File: config.mk
export PLATFORM = sky130hd
export DESIGN_NAME = display_ctrl
export DESIGN_NICKNAME = d
export VERILOG_FILES = /design/src/rtl/display_ctrl.sv
export SDC_FILE = /design/constraint.sdc
export NUM_CORES = 1
export LEC_CHECK = 0
export ABC_AREA = 1
export CAP_MARGIN = 25
export CORE_ASPECT_RATIO = 1.1
export CORE_MARGIN = 3
export CORE_UTILIZATION = 55
export DETAILED_ROUTE_END_ITERATION = 16
export GPL_TIMING_DRIVEN = 0
export PLACE_DENSITY = 0.85
export SLEW_MARGIN = 30
export SYNTH_ARGS = -nofsm -noshare
export SYNTH_HDL_FRONTEND = slang
export SYNTH_SLANG_ARGS = --single-unit
File: constraint.sdc
create_clock -name i_clk -period 4 [get_ports i_clk]
set_clock_uncertainty 0.2 [all_clocks]
set_input_delay 0.4 -clock i_clk [delete_from_list [all_inputs] [get_ports i_clk]]
set_output_delay 0.4 -clock i_clk [all_outputs]
set_load 0.005 [all_outputs]
File: src/rtl/display_ctrl.sv
// display_ctrl: configuration and sequencing controller for a six-digit
// multiplexed 7-segment display. It holds the segment registers and the
// enable/blink masks, which are written over a req/ack port. It also produces
// the scanner clock enable, the blink phase and the PWM brightness gating.
module display_ctrl #(
  parameter int SCAN_DIV    = 1000,  // clk cycles per scan_tick pulse (>=2)
  parameter int BLINK_TICKS = 250    // scan_tick pulses per blink half-period (>=1)
) (
  input  logic       i_clk,
  input  logic       i_reset,
  input  logic       i_wr_req,
  input  logic [2:0] i_wr_addr,
  input  logic [7:0] i_wr_data,
  output logic       o_wr_ack,
  input  logic [2:0] i_bright,
  output logic [7:0] o_digit0,
  output logic [7:0] o_digit1,
  output logic [7:0] o_digit2,
  output logic [7:0] o_digit3,
  output logic [7:0] o_digit4,
  output logic [7:0] o_digit5,
  output logic [5:0] o_disp_enable,
  output logic       o_scan_tick,
  output logic       o_blink_phase
);

  localparam int SCAN_W  = $clog2(SCAN_DIV);
  localparam int BLINK_W = (BLINK_TICKS > 1) ? $clog2(BLINK_TICKS) : 1;
  localparam logic [SCAN_W-1:0]  SCAN_LAST  = SCAN_W'(SCAN_DIV - 1);
  localparam logic [BLINK_W-1:0] BLINK_LAST = BLINK_W'(BLINK_TICKS - 1);

  typedef enum logic [1:0] {
    ST_IDLE = 2'd0,
    ST_ACK  = 2'd1,
    ST_HOLD = 2'd2
  } wr_state_t;

  wr_state_t          r_state;
  logic               r_wr_ack;
  logic [7:0]         r_digit [6];
  logic [5:0]         r_en_mask;
  logic [5:0]         r_blink_mask;
  logic [SCAN_W-1:0]  r_scnt;
  logic               r_scan_tick;
  logic [BLINK_W-1:0] r_bcnt;
  logic               r_blink_phase;
  logic [2:0]         r_pcnt;
  logic [5:0]         r_disp_enable;

  logic               w_pwm_on;
  logic [5:0]         w_blank;
  logic [5:0]         w_disp_enable_nxt;

  // PWM gate and per-digit blanking feeding the registered enable
  assign w_pwm_on          = (r_pcnt <= i_bright);
  assign w_blank           = r_blink_mask & {6{r_blink_phase}};
  assign w_disp_enable_nxt = r_en_mask & {6{w_pwm_on}} & ~w_blank;

  // Write handshake FSM; the register file is written on the IDLE->ACK edge only,
  // so a held request or later changes to addr/data never cause a second write
  always_ff @(posedge i_clk) begin
    if (i_reset) begin
      r_state      <= ST_IDLE;
      r_wr_ack     <= 1'b0;
      r_en_mask    <= 6'h3F;
      r_blink_mask <= 6'h00;
      for (int i = 0; i < 6; i++) begin
        r_digit[i] <= 8'h00;
      end
    end else begin
      case (r_state)
        ST_IDLE: begin
          if (i_wr_req) begin
            r_state  <= ST_ACK;
            r_wr_ack <= 1'b1;
            case (i_wr_addr)
              3'd0:    r_digit[0]   <= i_wr_data;
              3'd1:    r_digit[1]   <= i_wr_data;
              3'd2:    r_digit[2]   <= i_wr_data;
              3'd3:    r_digit[3]   <= i_wr_data;
              3'd4:    r_digit[4]   <= i_wr_data;
              3'd5:    r_digit[5]   <= i_wr_data;
              3'd6:    r_en_mask    <= i_wr_data[5:0];
              3'd7:    r_blink_mask <= i_wr_data[5:0];
              default: r_en_mask    <= r_en_mask;
            endcase
          end else begin
            r_wr_ack <= 1'b0;
          end
        end
        ST_ACK: begin
          r_state  <= ST_HOLD;
          r_wr_ack <= 1'b0;
        end
        ST_HOLD: begin
          r_wr_ack <= 1'b0;
          if (!i_wr_req) begin
            r_state <= ST_IDLE;
          end else begin
            r_state <= ST_HOLD;
          end
        end
        default: begin
          r_state  <= ST_IDLE;
          r_wr_ack <= 1'b0;
        end
      endcase
    end
  end

  // Scan prescaler: scan_tick pulses in the cycle after scnt reaches its last value
  always_ff @(posedge i_clk) begin
    if (i_reset) begin
      r_scnt      <= {SCAN_W{1'b0}};
      r_scan_tick <= 1'b0;
    end else if (r_scnt == SCAN_LAST) begin
      r_scnt      <= {SCAN_W{1'b0}};
      r_scan_tick <= 1'b1;
    end else begin
      r_scnt      <= r_scnt + SCAN_W'(1);
      r_scan_tick <= 1'b0;
    end
  end

  // Blink divider: counts scan ticks and flips the phase each time it wraps
  always_ff @(posedge i_clk) begin
    if (i_reset) begin
      r_bcnt        <= {BLINK_W{1'b0}};
      r_blink_phase <= 1'b0;
    end else if (r_scan_tick) begin
      if (r_bcnt == BLINK_LAST) begin
        r_bcnt        <= {BLINK_W{1'b0}};
        r_blink_phase <= ~r_blink_phase;
      end else begin
        r_bcnt <= r_bcnt + BLINK_W'(1);
      end
    end else begin
      r_bcnt <= r_bcnt;
    end
  end

  // Free-running 3-bit PWM counter that sets brightness duty in eighths
  always_ff @(posedge i_clk) begin
    if (i_reset) begin
      r_pcnt <= 3'd0;
    end else begin
      r_pcnt <= r_pcnt + 3'd1;
    end
  end

  // Registered per-digit enable so the scanner sees glitch-free gating
  always_ff @(posedge i_clk) begin
    if (i_reset) begin
      r_disp_enable <= 6'h00;
    end else begin
      r_disp_enable <= w_disp_enable_nxt;
    end
  end

  assign o_wr_ack      = r_wr_ack;
  assign o_digit0      = r_digit[0];
  assign o_digit1      = r_digit[1];
  assign o_digit2      = r_digit[2];
  assign o_digit3      = r_digit[3];
  assign o_digit4      = r_digit[4];
  assign o_digit5      = r_digit[5];
  assign o_disp_enable = r_disp_enable;
  assign o_scan_tick   = r_scan_tick;
  assign o_blink_phase = r_blink_phase;

endmodule

==> impl_metrics.csv, run 1 <==
group,metric,value,unit
synthesis,synth_flop_cell,"edfxtp_1",
die,die_width,83.83,um
layout,antenna_cells,0,
critical_path,slowest_stage,"clkdlybuf4s50_1",
global_routing,antenna_found_initial,0,
hold_path,hold_path_startpoint,"i_reset",
power_and_ir_drop,p_per_area,406.7,nW/um2
sta,tightest_slew,0.6245,ns
synthesis,synth_fa_ha_area_share,2.390,%
drt,vias,2965,
placed_design,pre_cts_ws,1.685,ns
critical_path,path_class,"input port to flop",
synthesis,synth-simple-area-share,26.36,%
synthesis,synth_area,3665,um2
critical_path,crit_top_cell,"nand2_1",
drt,drc_errors,0,
placed_design,portBuffers,72,
sta,finalWorstSetupSlack,1.950,ns
clock_network,cts_sinks,92,
synthesis,netlist_top_cells_count,"nor2_1 (100), nand2_1 (83), edfxtp_1 (48)",
clock_network,cts_max_level,3,
clock_network,cts-buffers-inserted,9,
drt,drtIter0Drc,290,
sta,slew_headroom,58.37,%
synthesis,synth_top_family_by_area,"simple AND/OR/NAND/NOR gates",
critical_path,timing.rr.end,"r_digit[3][5]",
critical_path,rr_worst_depth,5,
synthesis,netlist_top_cells_area,"edfxtp_1 (39%), dfxtp_1 (24%), nor2_1 (10%)",
clock_network,cts_hold_buffers,0,
layout,fillerInstances,427,
power_and_ir_drop,irDropWorstVdd,314.2,uV
critical_path,path_max_fanout,8,
drt,drt_wl_total,8198,um
sta,rsz0062_at_grt,"no",
synthesis,yosysMostFrequentCell,"nor2_1",
drt,first_pass_iters,5,
die,die_area,7680,um2
clock_network,cts_resized,0,
sta,setup_tns,0,ns
clock_network,clkSlewWorstSetupHoldPaths,0.09,ns
synthesis,muxShareOfSynthArea,0,%
clock_network,clockRootBuffer,"clkbuf_8",
critical_path,slowest_delay,0.49,ns
critical_path,arrival,1.88,ns
layout,multiInputGateArea,1136,um2
sta,slew_violations,0,
flow_run,max_cap_violations,0,
critical_path,path_cells,"clkdlybuf4s50_1 > nand2_2 > nor3_4 > nand2_1 > nand2_1",
synthesis,syn_avg_cell_area,9.349,um2
power_and_ir_drop,p_leak,0.001958,uW
drt,wl_per_cell,14.64,um
critical_path,cp.required,3.83,ns
synthesis,syn_inst,392,
global_routing,grt-ovfl-total,0,
layout,areaGrowthSynthToFinish,28.44,%
die,die_y,91.61,um
die,rows,30,
clock_network,cts_setup_buffers,0,
clock_network,clock_latency,0.35,ns
sta,hold_viol,0,
synthesis,yosys_warnings,0,
layout,seq_area,2322,um2
global_routing,grtUsageTotal,22.27,%
outcome,status,"completed",
synthesis,synth_top_area_share,39.33,%
synthesis,synth_edf_count,48,
critical_path,critPathBufInv,1,
drt,vias_per_cell,5.295,
sta,setup_violations,0,
synthesis,synth_compound_area_share,1.297,%
sta,hold_ws,0.1142,ns
critical_path,timing.rr.start,"r_state[0]",
critical_path,path_delay_family,"simple AND/OR/NAND/NOR gates",
synthesis,seq_area_frac_synth,63.37,%
synthesis,synth-async-reset-ratio,0,%
global_routing,grt_pass1_wl,13500,um
hold_path,hold_end,"r_pcnt[0]",
die,start_util,58.12,%
hold_path,hold_depth,2,
critical_path,end_kind,"flop",
layout,drive_gt1_share,6.458,%
synthesis,synth_xor_area_share,0.9560,%
clock_network,cts_tree,"done",
critical_path,r2r_slack,2.15,ns
sta,fmax,0.4878,GHz
hold_path,min-delay-path-class,"input port to flop",
sta,period_needed,2.050,ns
die,io_pins,74,
critical_path,start_kind,"input port",
layout,finalNetCount,499,
clock_network,clockBufferDepth,2,
synthesis,synth.distinct_cells,25,
placed_design,place.gp.congestion,0.8312,
synthesis,postSynthNetCount,416,
synthesis,synth_seq_cells,92,
drt,ant_nets,0,
synthesis,synth_area_leader_cell,"edfxtp_1",
sta,post-route-period-util,51.25,%
placed_design,dp_hpwl,5748,um
die,core,6306,um2
global_routing,grt_max_degree,17,
global_routing,grt_pass1_vias,2777,
logic make-up after synthesis:
kind of cell	count (synthesis)
AOI/OAI and AO/OA	9
xor gates and xnor gates	4
DFF	92
and+or+nand+nor	229
buffers and inverters	51
adders and majority gates	7
worst register-to-register path, stage by stage, from the launching register on:
cell     delay (ns)
dfxtp_1        0.33
inv_2          0.05
nand2_2        0.10
nor3_4         0.39
nand2_1        0.15
nand2_1        0.31
cell usage in the layout, fill, tap and decap left out, types with 2 or more instances in the layout:
cell             instances
nand3_1                 27
nand2_1                 83
nor3_1                   6
edfxtp_1                48
xor2_1                   2
nand2_2                  3
clkdlybuf4s50_1         72
bufinv_16                2
nand3b_1                 2
clkbuf_8                 9
ha_1                     7
o21ai_0                  2
inv_2                    2
inv_1                   43
inv_6                    2
a21oi_1                  6
nor2_1                 100
nand3_2                  4
xnor2_1                  2
buf_2                    3
dfxtp_1                 44
metal layers:
| layer | track usage [%] | vias to the layer above | wire (um) |
|---|---|---|---|
| met4 | 11.13 | 0 | 201 |
| met3 | 2.875 | 21 | 646 |
| met5 | 0 | - | 0 |
| met1 | 25.40 | 1384 | 3012 |
| li1 | - | 1403 | - |
| met2 | 40.72 | 157 | 4338 |
cell type report:
| cell class | instances | area share [%] |
|---|---|---|
| buffer | 6 | 0.7974 |
| clock buffer | 10 | 2.711 |
| clock inverter | 6 | 1.994 |
| inverter | 45 | 3.589 |
| multi-input combinational | 249 | 24.14 |
| sequential | 92 | 49.34 |
| tap | 80 | 2.127 |
| timing repair buffer | 72 | 15.31 |
worst max path at each step:
stage / startpoint / end / slack (ns) / cells after the start
after floorplan: i_reset / r_digit[0][0] / 2.29 / 5
after global placement: i_bright[2] / o_disp_enable[5] / 1.74 / 6
after detailed placement: i_wr_req / r_digit[0][7] / 1.69 / 5
after CTS: i_wr_req / r_digit[3][1] / 1.99 / 5
after global routing: i_wr_req / r_digit[3][2] / 1.85 / 5
final: i_wr_req / r_digit[3][5] / 1.95 / 5
through the flow:
step	std cells	util, %	instance area, um2	power, uW
floorplan	392	-	3665	1139
global placement	544	71.13	4486	1236
detailed placement	544	71.13	4486	1246
CTS	560	74.64	4707	1919
global route	560	74.64	4707	1979
finish	560	74.64	4707	1914
power breakdown:
group / internal (uW) / total, uW / switching [uW]
combinational: 86.5 / 176 / 89.2
sequential: 1030 / 1050 / 18.5
clock: 358 / 688 / 330
total: 1480 / 1910 / 437
flip-flops by register name, indices dropped and copies added, names as in the netlist:
| name | cells |
|---|---|
| o_disp_enable | 6 |
| o_wr_ack | 1 |
| r_state | 2 |
| r_scnt | 10 |
| r_blink_mask | 6 |
| r_digit | 48 |
| o_scan_tick | 1 |
| r_pcnt | 3 |
| r_bcnt | 8 |
| o_blink_phase | 1 |
| r_en_mask | 6 |
(Power assumes the default switching activity.)
==> run 2, diff against run 1 <==
--- a/config.mk
+++ b/config.mk
@@ -9,10 +9,10 @@
 export CAP_MARGIN = 25
 export CORE_ASPECT_RATIO = 1.1
 export CORE_MARGIN = 3
-export CORE_UTILIZATION = 55
+export CORE_UTILIZATION = 46
 export DETAILED_ROUTE_END_ITERATION = 16
 export GPL_TIMING_DRIVEN = 0
-export PLACE_DENSITY = 0.85
+export PLACE_DENSITY = 0.76
 export SLEW_MARGIN = 30
 export SYNTH_ARGS = -nofsm -noshare
 export SYNTH_HDL_FRONTEND = slang
==> constraint.sdc (replaced) <==
create_clock -name i_clk -period 1.65 [get_ports i_clk]
set_clock_uncertainty 0.2 [all_clocks]
set_input_delay 0.165 -clock i_clk [delete_from_list [all_inputs] [get_ports i_clk]]
set_output_delay 0.165 -clock i_clk [all_outputs]
set_load 0.005 [all_outputs]
==> run 2 against run 1 <==
Clock-buffer cell count rose by 1. Wire length fell by 4.9%. Final cell count is 5.2% higher. Sequential power increased by 140%. First-iteration DRC count down 27%. Clock power up 140%. Sequential share of layout area shrank 1.0 points. Die area grew 18%. Worst setup slack got worse by 1.9 ns. Register-to-register slack worse by 2.0 ns.
==> impl_metrics.csv, run 2 (synthesis results as in run 1) <==
group,metric,value,unit
critical_path,critPathBufInv,1,
critical_path,cp.required,1.28,ns
drt,top_layer,"met4",
layout,finalNetCount,503,
placed_design,portBuffers,72,
drt,vias,2856,
clock_network,clockBufferDepth,2,
clock_network,clkSlewWorstSetupHoldPaths,0.08,ns
sta,post-route-period-util,97.05,%
hold_path,min-delay-path-class,"input port to flop",
critical_path,arrival,1.24,ns
layout,antenna_cells,0,
power_and_ir_drop,p_leak,0.002005,uW
hold_path,hold_path_startpoint,"i_reset",
critical_path,path_max_fanout,1,
die,start_util,48.24,%
global_routing,grt_max_degree,17,
power_and_ir_drop,p_per_area,968.6,nW/um2
placed_design,dp_hpwl,5613,um
hold_path,hold_end,"r_bcnt[1]",
sta,period_needed,1.601,ns
drt,vias_per_cell,4.849,
placed_design,place.gp.congestion,0.7924,
critical_path,slowest_stage,"clkdlybuf4s50_1",
layout,fillerInstances,604,
critical_path,timing.rr.start,"r_state[0]",
outcome,status,"completed",
sta,fmax,0.6245,GHz
layout,drive_gt1_share,9.091,%
drt,wl_per_cell,13.23,um
layout,final_cell_mix,"nor2_1 (99), nand2_1 (76), clkdlybuf4s50_1 (71), edfxtp_1 (48)",
clock_network,cts_tree,"done",
critical_path,timing.rr.end,"r_digit[0][6]",
critical_path,end_kind,"primary output",
clock_network,clockRootBuffer,"clkbuf_8",
critical_path,start_kind,"flop",
clock_network,clock_latency,0.35,ns
power_and_ir_drop,irDropWorstVdd,463.0,uV
sta,hold_viol,0,
drt,drt_wl_total,7793,um
sta,tightest_slew,0.3830,ns
critical_path,r2r_slack,0.12,ns
sta,setup_violations,0,
placed_design,placed_cell_area,4517,um2
layout,largest_reg_flops,48,
flow_run,max_cap_violations,0,
die,die_width,91.11,um
critical_path,slowest_delay,0.51,ns
critical_path,path_class,"flop to primary output",
layout,fin_area,4815,um2
die,io_pins,74,
sta,slew_violations,0,
global_routing,grtUsageTotal,17.29,%
global_routing,grt-ovfl-total,0,
layout,top_register,"r_digit",
drt,drc_errors,0,
drt,drtIter0Drc,213,
layout,areaGrowthSynthToFinish,31.38,%
die,die_area,9075,um2
layout,final_common_cell,"nor2_1",
global_routing,grt_pass1_wl,12390,um
layout,largestRegisters,"r_digit: 48 flops, r_scnt: 10 flops, r_bcnt: 8 flops",
drt,wirelength_met1,3181,um
global_routing,antenna_found_initial,0,
critical_path,path_delay_family,"buffers and inverters",
die,core,7597,um2
drt,first_pass_iters,4,
critical_path,rr_worst_depth,6,
global_routing,grt_pass1_vias,2616,
sta,slew_headroom,74.46,%
critical_path,path_cells,"clkdlybuf4s50_1",
die,die_y,99.62,um
drt,ant_nets,0,
clock_network,cts_sinks,92,
drt,met2_length,3927,um
power_and_ir_drop,power.total,4663,uW
clock_network,cts_max_level,3,
hold_path,hold_depth,4,
sta,rsz0062_at_grt,"no",
clock_network,cts-buffers-inserted,9,
die,rows,33,
drt,wl_met3,578,um
## run 2: cell types whose count changed in the layout (fill, tap and decap cells not counted), moves of 2 or more
cell,change
nand2_2,+7
inv_6,-2
nand2_1,-7
buf_4,+3
clkinv_4,+2
## run 2: worst max-delay path by stage
stage	cells after the start	slack [ns]	startpoint	to
final	1	0.05	r_digit[4][4]	o_digit4[4]
after global routing	8	0.003	r_scnt[0]	r_scnt[8]
after CTS	1	0.002	o_scan_tick	o_scan_tick
after detailed placement	6	-0.44	i_bright[2]	o_disp_enable[4]
after global placement	6	-0.39	i_bright[2]	o_disp_enable[4]
after floorplan	5	0.12	r_state[0]	r_digit[0][0]
## run 2: layer usage
metal | track usage (%) | up-vias
met5 | 0 | -
met4 | 7.077 | 0
met3 | 4.085 | 10
met2 | 30.86 | 109
met1 | 19.96 | 1317
li1 | - | 1420
## run 2: where the power goes
group          internal [uW]  leakage (uW)  switching [uW]
Clock                    903      0.000114             780
Combinational            222       0.00103             216
Sequential              2500      0.000858            40.8
## run 2: cell type report
| cell class | count | area [um2] | share of cell area [%] |
|---|---|---|---|
| inverter | 45 | 168.9 | 3.508 |
| sequential | 92 | 2326 | 48.31 |
| timing repair buffer | 76 | 755.7 | 15.70 |
| multi-input combinational | 249 | 1167 | 24.25 |
| clock buffer | 11 | 141.4 | 2.937 |
| buffer | 6 | 37.54 | 0.7796 |
| clock inverter | 5 | 86.33 | 1.793 |
| tap | 105 | 131.4 | 2.729 |
## run 2: per-stage QoR
stage / setup TNS [ns] / std cells / hold WS (ns) / setup slack [ns] / util (%)
2_1_floorplan: 0 / 392 / 0.07822 / 0.1246 / -
3_3_place_gp: -25.20 / 569 / 0.2313 / -0.3902 / 59.45
3_5_place_dp: -27.54 / 569 / 0.2465 / -0.4384 / 59.45
4_1_cts: 0 / 588 / 0.1256 / 0.001786 / 62.98
5_1_grt: 0 / 589 / 0.1523 / 0.002891 / 63.37
6_report: 0 / 589 / 0.1361 / 0.04861 / 63.37
## run 2: what timing repair did
action	4_1_cts	5_1_grt
buffers inserted	2	1
pin swaps	1	1
hold endpoints to repair	7	0
setup endpoints to repair	39	89
gates resized for setup	6	7
hold buffers	1	0
## run 2: worst reg2reg max path: stages (launching register included)
cell and delay, ns:
dfxtp_1 0.32, inv_2 0.05, nand2_2 0.10, nor3_4 0.15
buf_4 0.17, nand2_1 0.08, nand2_2 0.18
